**src/rtl/video_stream_gen.sv**
```systemverilog
// rtl/video_stream_gen.sv - vsync/href/gray video source with programmable blanking, fed from a 1-cycle-latency store
module video_stream_gen #(
  parameter logic [10:0] IMG_HDISP   = 11'd640,
  parameter logic [10:0] IMG_VDISP   = 11'd480,
  parameter logic [10:0] H_BACK      = 11'd40,
  parameter logic [10:0] H_FRONT     = 11'd120,
  parameter logic [10:0] VSYNC_LINES = 11'd2,
  parameter logic [10:0] V_BACK      = 11'd10,
  parameter logic [10:0] V_FRONT     = 11'd10
) (
  input  logic       clk,
  input  logic       rst,
  input  logic       enable,
  output logic       src_rd_en,
  input  logic [7:0] src_data,
  output logic       per_frame_vsync,
  output logic       per_frame_href,
  output logic [7:0] per_img_Gray,
  output logic       frame_done
);

  localparam logic [10:0] H_TOTAL = H_BACK + IMG_HDISP + H_FRONT;
  localparam logic [10:0] H_ACT_LAST = H_BACK + IMG_HDISP - 11'd1;

  typedef enum logic [2:0] {IDLE, VSYNC, VBACK, ACTIVE, VFRONT} state_t;

  state_t      state, state_nxt;
  logic [10:0] h_cnt, v_cnt;
  logic        h_wrap, frame_exit;
  logic        href_d1, vsync_d1;

  assign h_wrap = (state != IDLE) && (h_cnt == H_TOTAL - 11'd1);

  // Every line-based exit happens on the last cycle of a line, so frames stay H_TOTAL aligned.
  always_comb begin
    state_nxt  = state;
    frame_exit = 1'b0;
    case (state)
      IDLE: begin
        if (enable) state_nxt = VSYNC;
      end
      VSYNC: begin
        if (h_wrap && (v_cnt == VSYNC_LINES - 11'd1))
          state_nxt = (V_BACK == 11'd0) ? ACTIVE : VBACK;
      end
      VBACK: begin
        if (h_wrap && (v_cnt == V_BACK - 11'd1)) state_nxt = ACTIVE;
      end
      ACTIVE: begin
        if (h_wrap && (v_cnt == IMG_VDISP - 11'd1)) begin
          if (V_FRONT == 11'd0) frame_exit = 1'b1;
          else                  state_nxt  = VFRONT;
        end
      end
      VFRONT: begin
        if (h_wrap && (v_cnt == V_FRONT - 11'd1)) frame_exit = 1'b1;
      end
      default: state_nxt = IDLE;
    endcase
    if (frame_exit) state_nxt = enable ? VSYNC : IDLE;
  end

  always_ff @(posedge clk or posedge rst) begin
    if (rst) begin
      state <= IDLE;
      h_cnt <= 11'd0;
      v_cnt <= 11'd0;
    end else begin
      state <= state_nxt;
      if (state == IDLE || h_wrap) h_cnt <= 11'd0;
      else                         h_cnt <= h_cnt + 11'd1;
      if (state == IDLE || state_nxt != state) v_cnt <= 11'd0;
      else if (h_wrap)                         v_cnt <= v_cnt + 11'd1;
    end
  end

  assign src_rd_en  = (state == ACTIVE) && (h_cnt >= H_BACK) && (h_cnt <= H_ACT_LAST);
  assign frame_done = frame_exit;

  // Store data is valid the cycle after the strobe; it lands in the output register alongside href.
  always_ff @(posedge clk or posedge rst) begin
    if (rst) begin
      href_d1         <= 1'b0;
      vsync_d1        <= 1'b0;
      per_frame_href  <= 1'b0;
      per_frame_vsync <= 1'b0;
      per_img_Gray    <= 8'd0;
    end else begin
      href_d1         <= src_rd_en;
      vsync_d1        <= (state == VSYNC);
      per_frame_href  <= href_d1;
      per_frame_vsync <= vsync_d1;
      per_img_Gray    <= href_d1 ? src_data : 8'd0;
    end
  end

endmodule
```
**config.mk**
```make
export PLATFORM = sky130hd
export DESIGN_NAME = video_stream_gen
export DESIGN_NICKNAME = d
export VERILOG_FILES = /design/src/rtl/video_stream_gen.sv
export SDC_FILE = /design/constraint.sdc
export NUM_CORES = 1
export LEC_CHECK = 0
export BUFFER_PORTS_ARGS = -buffer_cell sky130_fd_sc_hd__buf_2
export CAP_MARGIN = 30
export CORE_MARGIN = 3
export CORE_UTILIZATION = 45
export CTS_CLUSTER_DIAMETER = 60
export CTS_CLUSTER_SIZE = 10
export DETAILED_ROUTE_END_ITERATION = 8
export PLACE_DENSITY = 0.71
export REMOVE_ABC_BUFFERS = 1
export SYNTH_ARGS = -nofsm -noshare
export SYNTH_HDL_FRONTEND = slang
export SYNTH_SLANG_ARGS = --single-unit
```
**constraint.sdc**
```tcl
create_clock -name clk -period 4.3 [get_ports clk]
set_input_delay 0.86 -clock clk [delete_from_list [all_inputs] [get_ports clk]]
set_output_delay 0.86 -clock clk [all_outputs]
set_load 0.005 [all_outputs]
```
==> results.toml, run 1 <==
[run_status]
status = "completed"

[yosys]
synthTopCellsByCount = "37 x dfrtp_1, 28 x nor2_1, 13 x xor2_1"
syn_area_sq_um = 1859
synthDistinctLibCells = 41
synth_most_common_cell = "dfrtp_1"
synthFlopType = "dfrtp_1"
synth_area_per_cell_sq_um = 10.22
synth_area_leaders = "dfrtp_1 50%, xor2_1 6.1%, nor2_1 5.7%"
synth_top_area_cell = "dfrtp_1"
synthCells = 182
yosysSeqAreaShare_pct = 49.80
yosys_warnings = 0
synth_top_area_share_pct = 49.80
synthArstFlopShare_pct = 100.0
synth-edff-count = 0
synth_seq_cells = 37

[routing]
routedWlPerCell_microns = 13.62
ant_nets = 0
wirelength_microns = 3486
routed_via_density = 5.426
dr.first_iter.drc_count = 73
via_count = 1389
drt_pass1_iterations = 4
drc = 0

[global_routing]
antenna_found_initial = 0
overflow = 0
grt_max_degree = 25
gr-usage-all-layers_pct = 15.26
grt_pass1_vias = 1320
grt_pass1_wl_microns = 6106

[sta]
rsz0062_at_grt = "no"
setup_violations = 0
final-max-slew-violation-count = 0
clock_skew_ns = 0.006276
relSlewSlack_pct = 60.12
clock.fmax_mhz = 330.7
finalCriticalPeriod_ns = 3.024
fin_crit_sh_pct = 70.33
max_slew.worst_pin.slew_ns = 0.5932
tns_ns = 0
finalHoldViolCount = 0

[critical_path]
cp_data_arrival_time_ns = 2.16
rr_startpoint = "h_cnt[0]$_DFF_PP0_"
cp_cell_sequence = "inv_1 -> ha_1 -> or4b_1 -> nor4_2 -> nand2_1 -> nor2_1 -> buf_2"
worstSetupPathType = "flip-flop to output port"
cp_num_buf_inv = 2
reg2regPathDepth = 6
cp-end-kind = "output port"
path_max_fanout = 5
crit_path_max_incr_delay_ns = 0.48
critical_path_required_ns = 3.44
timing.rr.end = "v_cnt[1]$_DFFE_PP0P_"
slowest_stage = "or4b_1"
crit_family = "simple AND/OR/NAND/NOR gates"
start_kind = "flip-flop"
ff2ff_setup_slack_ns = 1.93

[worst_hold_path]
min-delay-start = "vsync_d1$_DFF_PP0_"
holdPathEnd = "per_frame_vsync$_DFF_PP0_"
min_path_type = "flip-flop to flip-flop"
min_path_cells = 0

[clocking]
cts.sinks = 37
root_buffer = "clkbuf_8"
cts.htree.levels = 2
clock_latency_ns = 0.28
cts_tree = "yes"
clkTransAtPathRegs_ns = 0.07
ctsHoldBuffers = 0
cts_made_buffers = 5
cts_resized = 0
cts.path.max_buffers = 2
cts_setup_buffers = 0

[floorplanning]
ioPinCount = 23
rows = 22
start_util_pct = 48.59
die_h_microns = 70.28
die_area_sq_um = 4939
design.core.area_sq_um = 3826
dieWidth_microns = 70.28

[power_and_ir_drop]
power.leakage_nw = 0.9809
power_density_nw_per_um2 = 355.7
ir_worst_vdd_mv = 0.1307

[cells_and_area]
n_antenna_cell = 0
fin_nets = 222
area_growth_pct = 13.73
drive_above_1_share_pct = 20.19
utilization_pct = 55.26

[job]
cap_viol_max_count = 0

[placement]
io_buffers = 22
hpwl_microns = 2567
gp_congestion = 0.8920
## how the worst max path moves through the flow
stage | from | to | slack, ns | cells past startpoint
2_1_floorplan | v_cnt[1]$_DFFE_PP0P_ | frame_done | 1.88 | 6
3_3_place_gp | v_cnt[1]$_DFFE_PP0P_ | frame_done | 1.62 | 7
3_5_place_dp | v_cnt[1]$_DFFE_PP0P_ | frame_done | 1.59 | 7
4_1_cts | v_cnt[1]$_DFFE_PP0P_ | frame_done | 1.27 | 7
5_1_grt | v_cnt[1]$_DFFE_PP0P_ | frame_done | 1.15 | 7
6_report | v_cnt[1]$_DFFE_PP0P_ | frame_done | 1.28 | 7
## worst register-to-register path, stage by stage, from the launching register on
cell,delay (ns)
dfrtp_1,0.38
ha_1,0.26
nand4_1,0.30
nor4_2,0.40
a41o_1,0.28
a2bb2oi_2,0.46
a2111oi_0,0.15
## logic make-up after synthesis
group,Yosys count,share of synthesized area [%]
fa+ha+maj,4,2.692
simple gates,93,28.74
xor+xnor,19,8.950
buf+inv,12,2.692
flops,37,49.80
compound gates,17,7.134
## report_power, final
part | internal [mW] | switching, mW | total (mW) | leakage, nW
sequential | 0.373 | 0.0290 | 0.402 | 0.498
clock | 0.145 | 0.115 | 0.259 | 0.0542
combinational | 0.0374 | 0.0533 | 0.0907 | 0.429
## metal layers
metal  vias up  GRT usage [%]  routed length (microns)
met5         -              0                        0
met4         0          5.106                       49
met3         7          4.029                      218
met2        43          22.87                     1512
met1       655          21.29                     1705
li1        684              -                        -
## stage by stage
| stage | hold slack [ns] | area, sq um | cells | total power [mW] | setup WS (ns) |
|---|---|---|---|---|---|
| 6_report | 0.3503 | 2115 | 256 | 0.7522 | 1.276 |
| 5_1_grt | 0.3669 | 2115 | 256 | 0.8003 | 1.155 |
| 4_1_cts | 0.3536 | 2115 | 256 | 0.7631 | 1.271 |
| 3_5_place_dp | 0.3378 | 2013 | 248 | 0.5007 | 1.586 |
| 3_3_place_gp | 0.3404 | 2013 | 248 | 0.4992 | 1.622 |
| 2_1_floorplan | 0.3312 | 1836 | 177 | 0.4739 | 1.881 |
## sequential cells by signal, indices dropped and copies added, names as in the netlist
name	flops
per_img_Gray	8
state	3
v_cnt	11
vsync_d1	1
h_cnt	11
per_frame_vsync	1
href_d1	1
per_frame_href	1
## final cells by class
class	instances	area [sq um]
fillers	337	1712
clock inverters	1	5.005
multi-input cells	133	883.3
flip-flops and latches	37	925.9
inverters	7	26.28
well taps	48	60.06
repair buffers	23	117.6
clock buffers	7	96.34
## layout by cell type, fill, tap and decap left out, drive strengths merged, types with 2 or more instances in the layout
| master | instances |
|---|---|
| xnor2 | 6 |
| clkbuf | 7 |
| buf | 23 |
| xor2 | 13 |
| nand3 | 8 |
| and2 | 10 |
| nor2 | 28 |
| a31oi | 4 |
| dfrtp | 37 |
| a21oi | 2 |
| inv | 7 |
| o21ai | 2 |
| or3 | 3 |
| nor3b | 2 |
| ha | 4 |
| nand2b | 3 |
| nor4 | 6 |
| nand4 | 11 |
| nand2 | 9 |
| nor3 | 7 |
Power figures use the tool's default switching activity.
==> run 2: changes to the inputs <==
==> constraint.sdc (replaced) <==
create_clock -name clk -period 2.9 [get_ports clk]
set_input_delay 0.58 -clock clk [delete_from_list [all_inputs] [get_ports clk]]
set_output_delay 0.58 -clock clk [all_outputs]
set_load 0.005 [all_outputs]
==> run 2 against run 1 <==
Sequential share of layout area rose by 0.078 points. Highest routed layer unchanged. Critical path depth up 1. Setup slack got worse by 0.91 ns. Largest power group unchanged. Core utilization decreased by 0.098 points. Sequential power up 49%. Clock skew fell by 0.0028 ns. Clock-buffer cell count decreased by 1. Total power grew 42%.
==> results.toml, run 2 (synthesized netlist as in run 1, its figures left out) <==
[placement]
gp_congestion = 0.7958
hpwl_microns = 2592
post-place-ws_ns = 0.6113
place_area_sq_um = 2028
io_buffers = 22
place_inst = 250

[clocking]
clock_latency_ns = 0.28
root_buffer = "clkbuf_8"
cts_resized = 0
cts.htree.levels = 2
cts_setup_buffers = 0
cts_tree = "yes"
cts.sinks = 37
cts_made_buffers = 5
cts.path.max_buffers = 2
ctsHoldBuffers = 0
clkTransAtPathRegs_ns = 0.07

[sta]
setup_violations = 0
relSlewSlack_pct = 66.04
clock.fmax_mhz = 394.1
final-max-slew-violation-count = 0
rsz0062_at_grt = "no"
tns_ns = 0
finalHoldViolCount = 0
clock_skew_ns = 0.003454
max_slew.worst_pin.slew_ns = 0.5056
setup_ws_ns = 0.3626
finalCriticalPeriod_ns = 2.537
fin_crit_sh_pct = 87.50

[cells_and_area]
n_antenna_cell = 0
postLayoutCellArea_sq_um = 2111
drive_above_1_share_pct = 20.48
fin_nets = 224
final_cell_mix = "37 x dfrtp_1, 28 x nor2_1, 22 x buf_2"
reg.largest.list = "h_cnt: 11 flops, v_cnt: 11 flops, per_img_Gray: 8 flops"
layout_commonest_cell = "dfrtp_1"
utilization_pct = 55.17
area_growth_pct = 13.53
final_cells = 258

[critical_path]
worstSetupEndpoint = "frame_done"
path_max_fanout = 5
worstSetupStartpoint = "v_cnt[1]$_DFFE_PP0P_"
worstSetupPathType = "flip-flop to output port"
ff2ff_setup_slack_ns = 0.61
reg2regPathDepth = 6
timing.rr.end = "v_cnt[1]$_DFFE_PP0P_"
critical_path_required_ns = 2.32
start_kind = "flip-flop"
cp-end-kind = "output port"
rr_startpoint = "h_cnt[0]$_DFF_PP0_"
cp_data_arrival_time_ns = 1.96

[floorplanning]
start_util_pct = 48.59
die_h_microns = 70.28
ioPinCount = 23
dieWidth_microns = 70.28
rows = 22
die_area_sq_um = 4939
design.core.area_sq_um = 3826

[run_status]
status = "completed"

[power_and_ir_drop]
ir_worst_vdd_mv = 0.2558
intPower_mw = 0.7747
power.leakage_nw = 0.9825
swShare_pct = 27.58
p_switching_mw = 0.2950
clkPwrFrac_pct = 31.3
p_seq_share_pct = 56.0
power_density_nw_per_um2 = 506.8
p_comb_share_pct = 12.8

[routing]
dr.first_iter.drc_count = 70
wirelength_microns = 3547
drt_pass1_iterations = 5
ant_nets = 0
drc = 0
routed_via_density = 5.415
routedWlPerCell_microns = 13.75
via_count = 1397

[global_routing]
gr-usage-all-layers_pct = 15.54
grt_max_degree = 27
antenna_found_initial = 0
grt_pass1_vias = 1324
grt_pass1_wl_microns = 6210
overflow = 0

[worst_hold_path]
min_path_type = "input port to asynchronous set/reset pin"

[job]
cap_viol_max_count = 0
run 2: worst min path at each step:
stage | end | cells after the start | slack (ns)
after floorplan | per_frame_vsync$_DFF_PP0_ | 0 | 0.33
after global placement | per_frame_vsync$_DFF_PP0_ | 0 | 0.34
after CTS | vsync_d1$_DFF_PP0_ | 2 | 0.30
final | vsync_d1$_DFF_PP0_ | 2 | 0.29
after detailed placement | per_frame_vsync$_DFF_PP0_ | 0 | 0.35
after global routing | vsync_d1$_DFF_PP0_ | 2 | 0.34
run 2: critical path, cell delays in order, from the launching register on:
cell and delay [ns]:
dfrtp_1 0.42, inv_1 0.07, ha_1 0.12, or4b_1 0.47, nor4_2 0.15, buf_4 0.18
nand2_1 0.06, nor2_1 0.10, buf_2 0.12
run 2: per-stage QoR:
stage	hold slack [ns]	total power [mW]
2_1_floorplan	0.3312	0.7027
3_3_place_gp	0.3386	0.7412
3_5_place_dp	0.3478	0.7452
4_1_cts	0.3024	1.088
5_1_grt	0.3356	1.138
6_report	0.2916	1.070
run 2: metal layers:
| metal | vias to the layer above | part of all wire, % | GRT usage, % | wire length (microns) |
|---|---|---|---|---|
| met5 | - | 0 | 0 | 0 |
| met4 | 0 | 1.1 | 5.319 | 38 |
| met3 | 4 | 6.0 | 4.029 | 214 |
| met2 | 49 | 44 | 22.77 | 1574 |
| met1 | 654 | 48 | 22.13 | 1719 |
| li1 | 690 | - | - | - |
run 2: area by class of cell:
type                            count  area (sq um)
Sequential cell                    37         925.9
Inverter                            7         26.28
Tap cell                           48         60.06
Timing Repair Buffer               25         132.6
Fill cell                         343          1715
Multi-Input combinational cell    133         883.3
Clock buffer                        6         72.57
Clock inverter                      2         10.01
run 2: power groups by stage:
stage,logic (mW),clock network [mW],registers [mW]
2_1_floorplan,0.105,0,0.597
3_3_place_gp,0.136,0,0.605
3_5_place_dp,0.137,0,0.608
4_1_cts,0.139,0.351,0.598
5_1_grt,0.158,0.376,0.604
6_report,0.136,0.335,0.599
==> run 3: changes to the inputs <==
--- a/config.mk
+++ b/config.mk
@@ -5,14 +5,14 @@
 export SDC_FILE = /design/constraint.sdc
 export NUM_CORES = 1
 export LEC_CHECK = 0
-export BUFFER_PORTS_ARGS = -buffer_cell sky130_fd_sc_hd__buf_2
+export BUFFER_PORTS_ARGS = -buffer_cell sky130_fd_sc_hd__clkbuf_2
 export CAP_MARGIN = 30
 export CORE_MARGIN = 3
 export CORE_UTILIZATION = 45
 export CTS_CLUSTER_DIAMETER = 60
 export CTS_CLUSTER_SIZE = 10
 export DETAILED_ROUTE_END_ITERATION = 8
-export PLACE_DENSITY = 0.71
+export PLACE_DENSITY = 0.76
 export REMOVE_ABC_BUFFERS = 1
 export SYNTH_ARGS = -nofsm -noshare
 export SYNTH_HDL_FRONTEND = slang
==> run 3 against run 2 <==
Hold slack better by 0.052 ns. Cell count stayed put. Core utilization up 0.33 points. Sequential power is essentially flat. Critical endpoint unchanged. Largest power group unchanged.
==> results.toml, run 3 (synthesized netlist as in run 1, its figures left out) <==
[run_status]
status = "completed"

[sta]
setup_violations = 0
final-max-slew-violation-count = 0
rsz0062_at_grt = "no"
clock_skew_ns = 0.008850
whs_ns = 0.3441
max_slew.worst_pin.slew_ns = 0.6545
clock.fmax_mhz = 385.1
tns_ns = 0
relSlewSlack_pct = 56.32
finalHoldViolCount = 0
fin_crit_sh_pct = 89.54
finalCriticalPeriod_ns = 2.597

[critical_path]
ff2ff_setup_slack_ns = 0.56
slowest_stage = "or4b_1"
cp_cell_sequence = "inv_1 -> ha_1 -> or4b_1 -> nor4_4 -> nand2_1 -> nor2_1 -> clkbuf_2"
worstSetupPathType = "flip-flop to output port"
cp_data_arrival_time_ns = 2.02
critical_path_required_ns = 2.32
path_max_fanout = 5
timing.rr.end = "v_cnt[1]$_DFFE_PP0P_"
crit_path_max_incr_delay_ns = 0.51
cp_num_buf_inv = 2
crit_family = "simple AND/OR/NAND/NOR gates"
cp-end-kind = "output port"
start_kind = "flip-flop"
rr_startpoint = "h_cnt[0]$_DFF_PP0_"
reg2regPathDepth = 6

[floorplanning]
start_util_pct = 48.59
die_area_sq_um = 4939
design.core.area_sq_um = 3826
rows = 22
die_h_microns = 70.28
dieWidth_microns = 70.28
ioPinCount = 23

[clocking]
cts_setup_buffers = 0
clock_latency_ns = 0.29
cts.path.max_buffers = 2
ctsHoldBuffers = 0
clkTransAtPathRegs_ns = 0.08
cts_resized = 0
cts_tree = "yes"
cts_made_buffers = 5
cts.sinks = 37
root_buffer = "clkbuf_8"
cts.htree.levels = 2

[global_routing]
grt_max_degree = 19
grt_pass1_wl_microns = 6210
grt_pass1_vias = 1321
gr-usage-all-layers_pct = 15.71
overflow = 0
antenna_found_initial = 0

[routing]
wirelength_microns = 3549
via_count = 1403
routedWlPerCell_microns = 13.76
dr.first_iter.drc_count = 149
routed_via_density = 5.438
drc = 0
ant_nets = 0
drt_pass1_iterations = 4

[cells_and_area]
area_growth_pct = 14.20
final_cells = 258
n_antenna_cell = 0
drive_above_1_share_pct = 20.95
seqCellArea_sq_um = 925.9
postLayoutCellArea_sq_um = 2123
reg.largest.list = "h_cnt: 11 flops, v_cnt: 11 flops, per_img_Gray: 8 flops"
layout_commonest_cell = "dfrtp_1"
multi_input_area_sq_um = 892.1
final_cell_mix = "37 x dfrtp_1, 28 x nor2_1, 22 x clkbuf_2"
fin_nets = 224
n_fill_cell = 325

[placement]
place_area_sq_um = 2028
place_inst = 250
gp_congestion = 0.9159
hpwl_microns = 2579
io_buffers = 22

[worst_hold_path]
min_path_type = "input port to asynchronous set/reset pin"

[power_and_ir_drop]
power_density_nw_per_um2 = 512.3
ir_worst_vdd_mv = 0.2835
finalPower_mw = 1.088
power.leakage_nw = 0.9740

[job]
cap_viol_max_count = 0
## run 3: cell count changes in the layout (fill, tap and decap cells not counted)
cell / previous run / this run
buf_2: 22 / 0
clkbuf_1: 1 / 0
clkbuf_2: 0 / 22
clkinvlp_4: 0 / 1
nor4_2: 3 / 2
nor4_4: 1 / 2
## run 3: stage by stage
stage	worst slack (ns)	util (%)
after floorplan	0.7606	-
after global routing	0.1160	55.49
after detailed placement	0.5366	53.01
after CTS	0.2109	55.26
final	0.3034	55.49
after global placement	0.5986	53.01
## run 3: area by class of cell
cell class                      count  share of cell area (%)
Sequential cell                    37                   43.61
Multi-Input combinational cell    133                   42.02
Timing Repair Buffer               25                   6.246
Clock buffer                        5                   3.241
Tap cell                           48                   2.829
Inverter                            7                   1.237
Clock inverter                      3                  0.8250
## run 3: routing by layer
layer	part of all wire (%)	wire length (microns)	track usage, %	up-vias
met2	44	1549	22.66	48
met3	5.9	208	4.748	14
li1	-	-	-	689
met5	0	0	0	-
met1	47	1685	21.41	652
met4	3.0	106	7.447	0
## run 3: power by group
| group | total, mW | switching (mW) | internal, mW |
|---|---|---|---|
| sequential | 0.598 | 0.0455 | 0.553 |
| combinational | 0.135 | 0.0783 | 0.0565 |
| clock | 0.355 | 0.189 | 0.166 |
## run 3: worst max path at each step
stage	slack [ns]	start	cells past startpoint	endpoint
2_1_floorplan	0.76	v_cnt[1]$_DFFE_PP0P_	6	frame_done
3_3_place_gp	0.60	v_cnt[1]$_DFFE_PP0P_	7	frame_done
3_5_place_dp	0.54	v_cnt[1]$_DFFE_PP0P_	7	frame_done
4_1_cts	0.21	v_cnt[1]$_DFFE_PP0P_	7	frame_done
5_1_grt	0.12	h_cnt[0]$_DFF_PP0_	6	frame_done
6_report	0.30	v_cnt[1]$_DFFE_PP0P_	7	frame_done
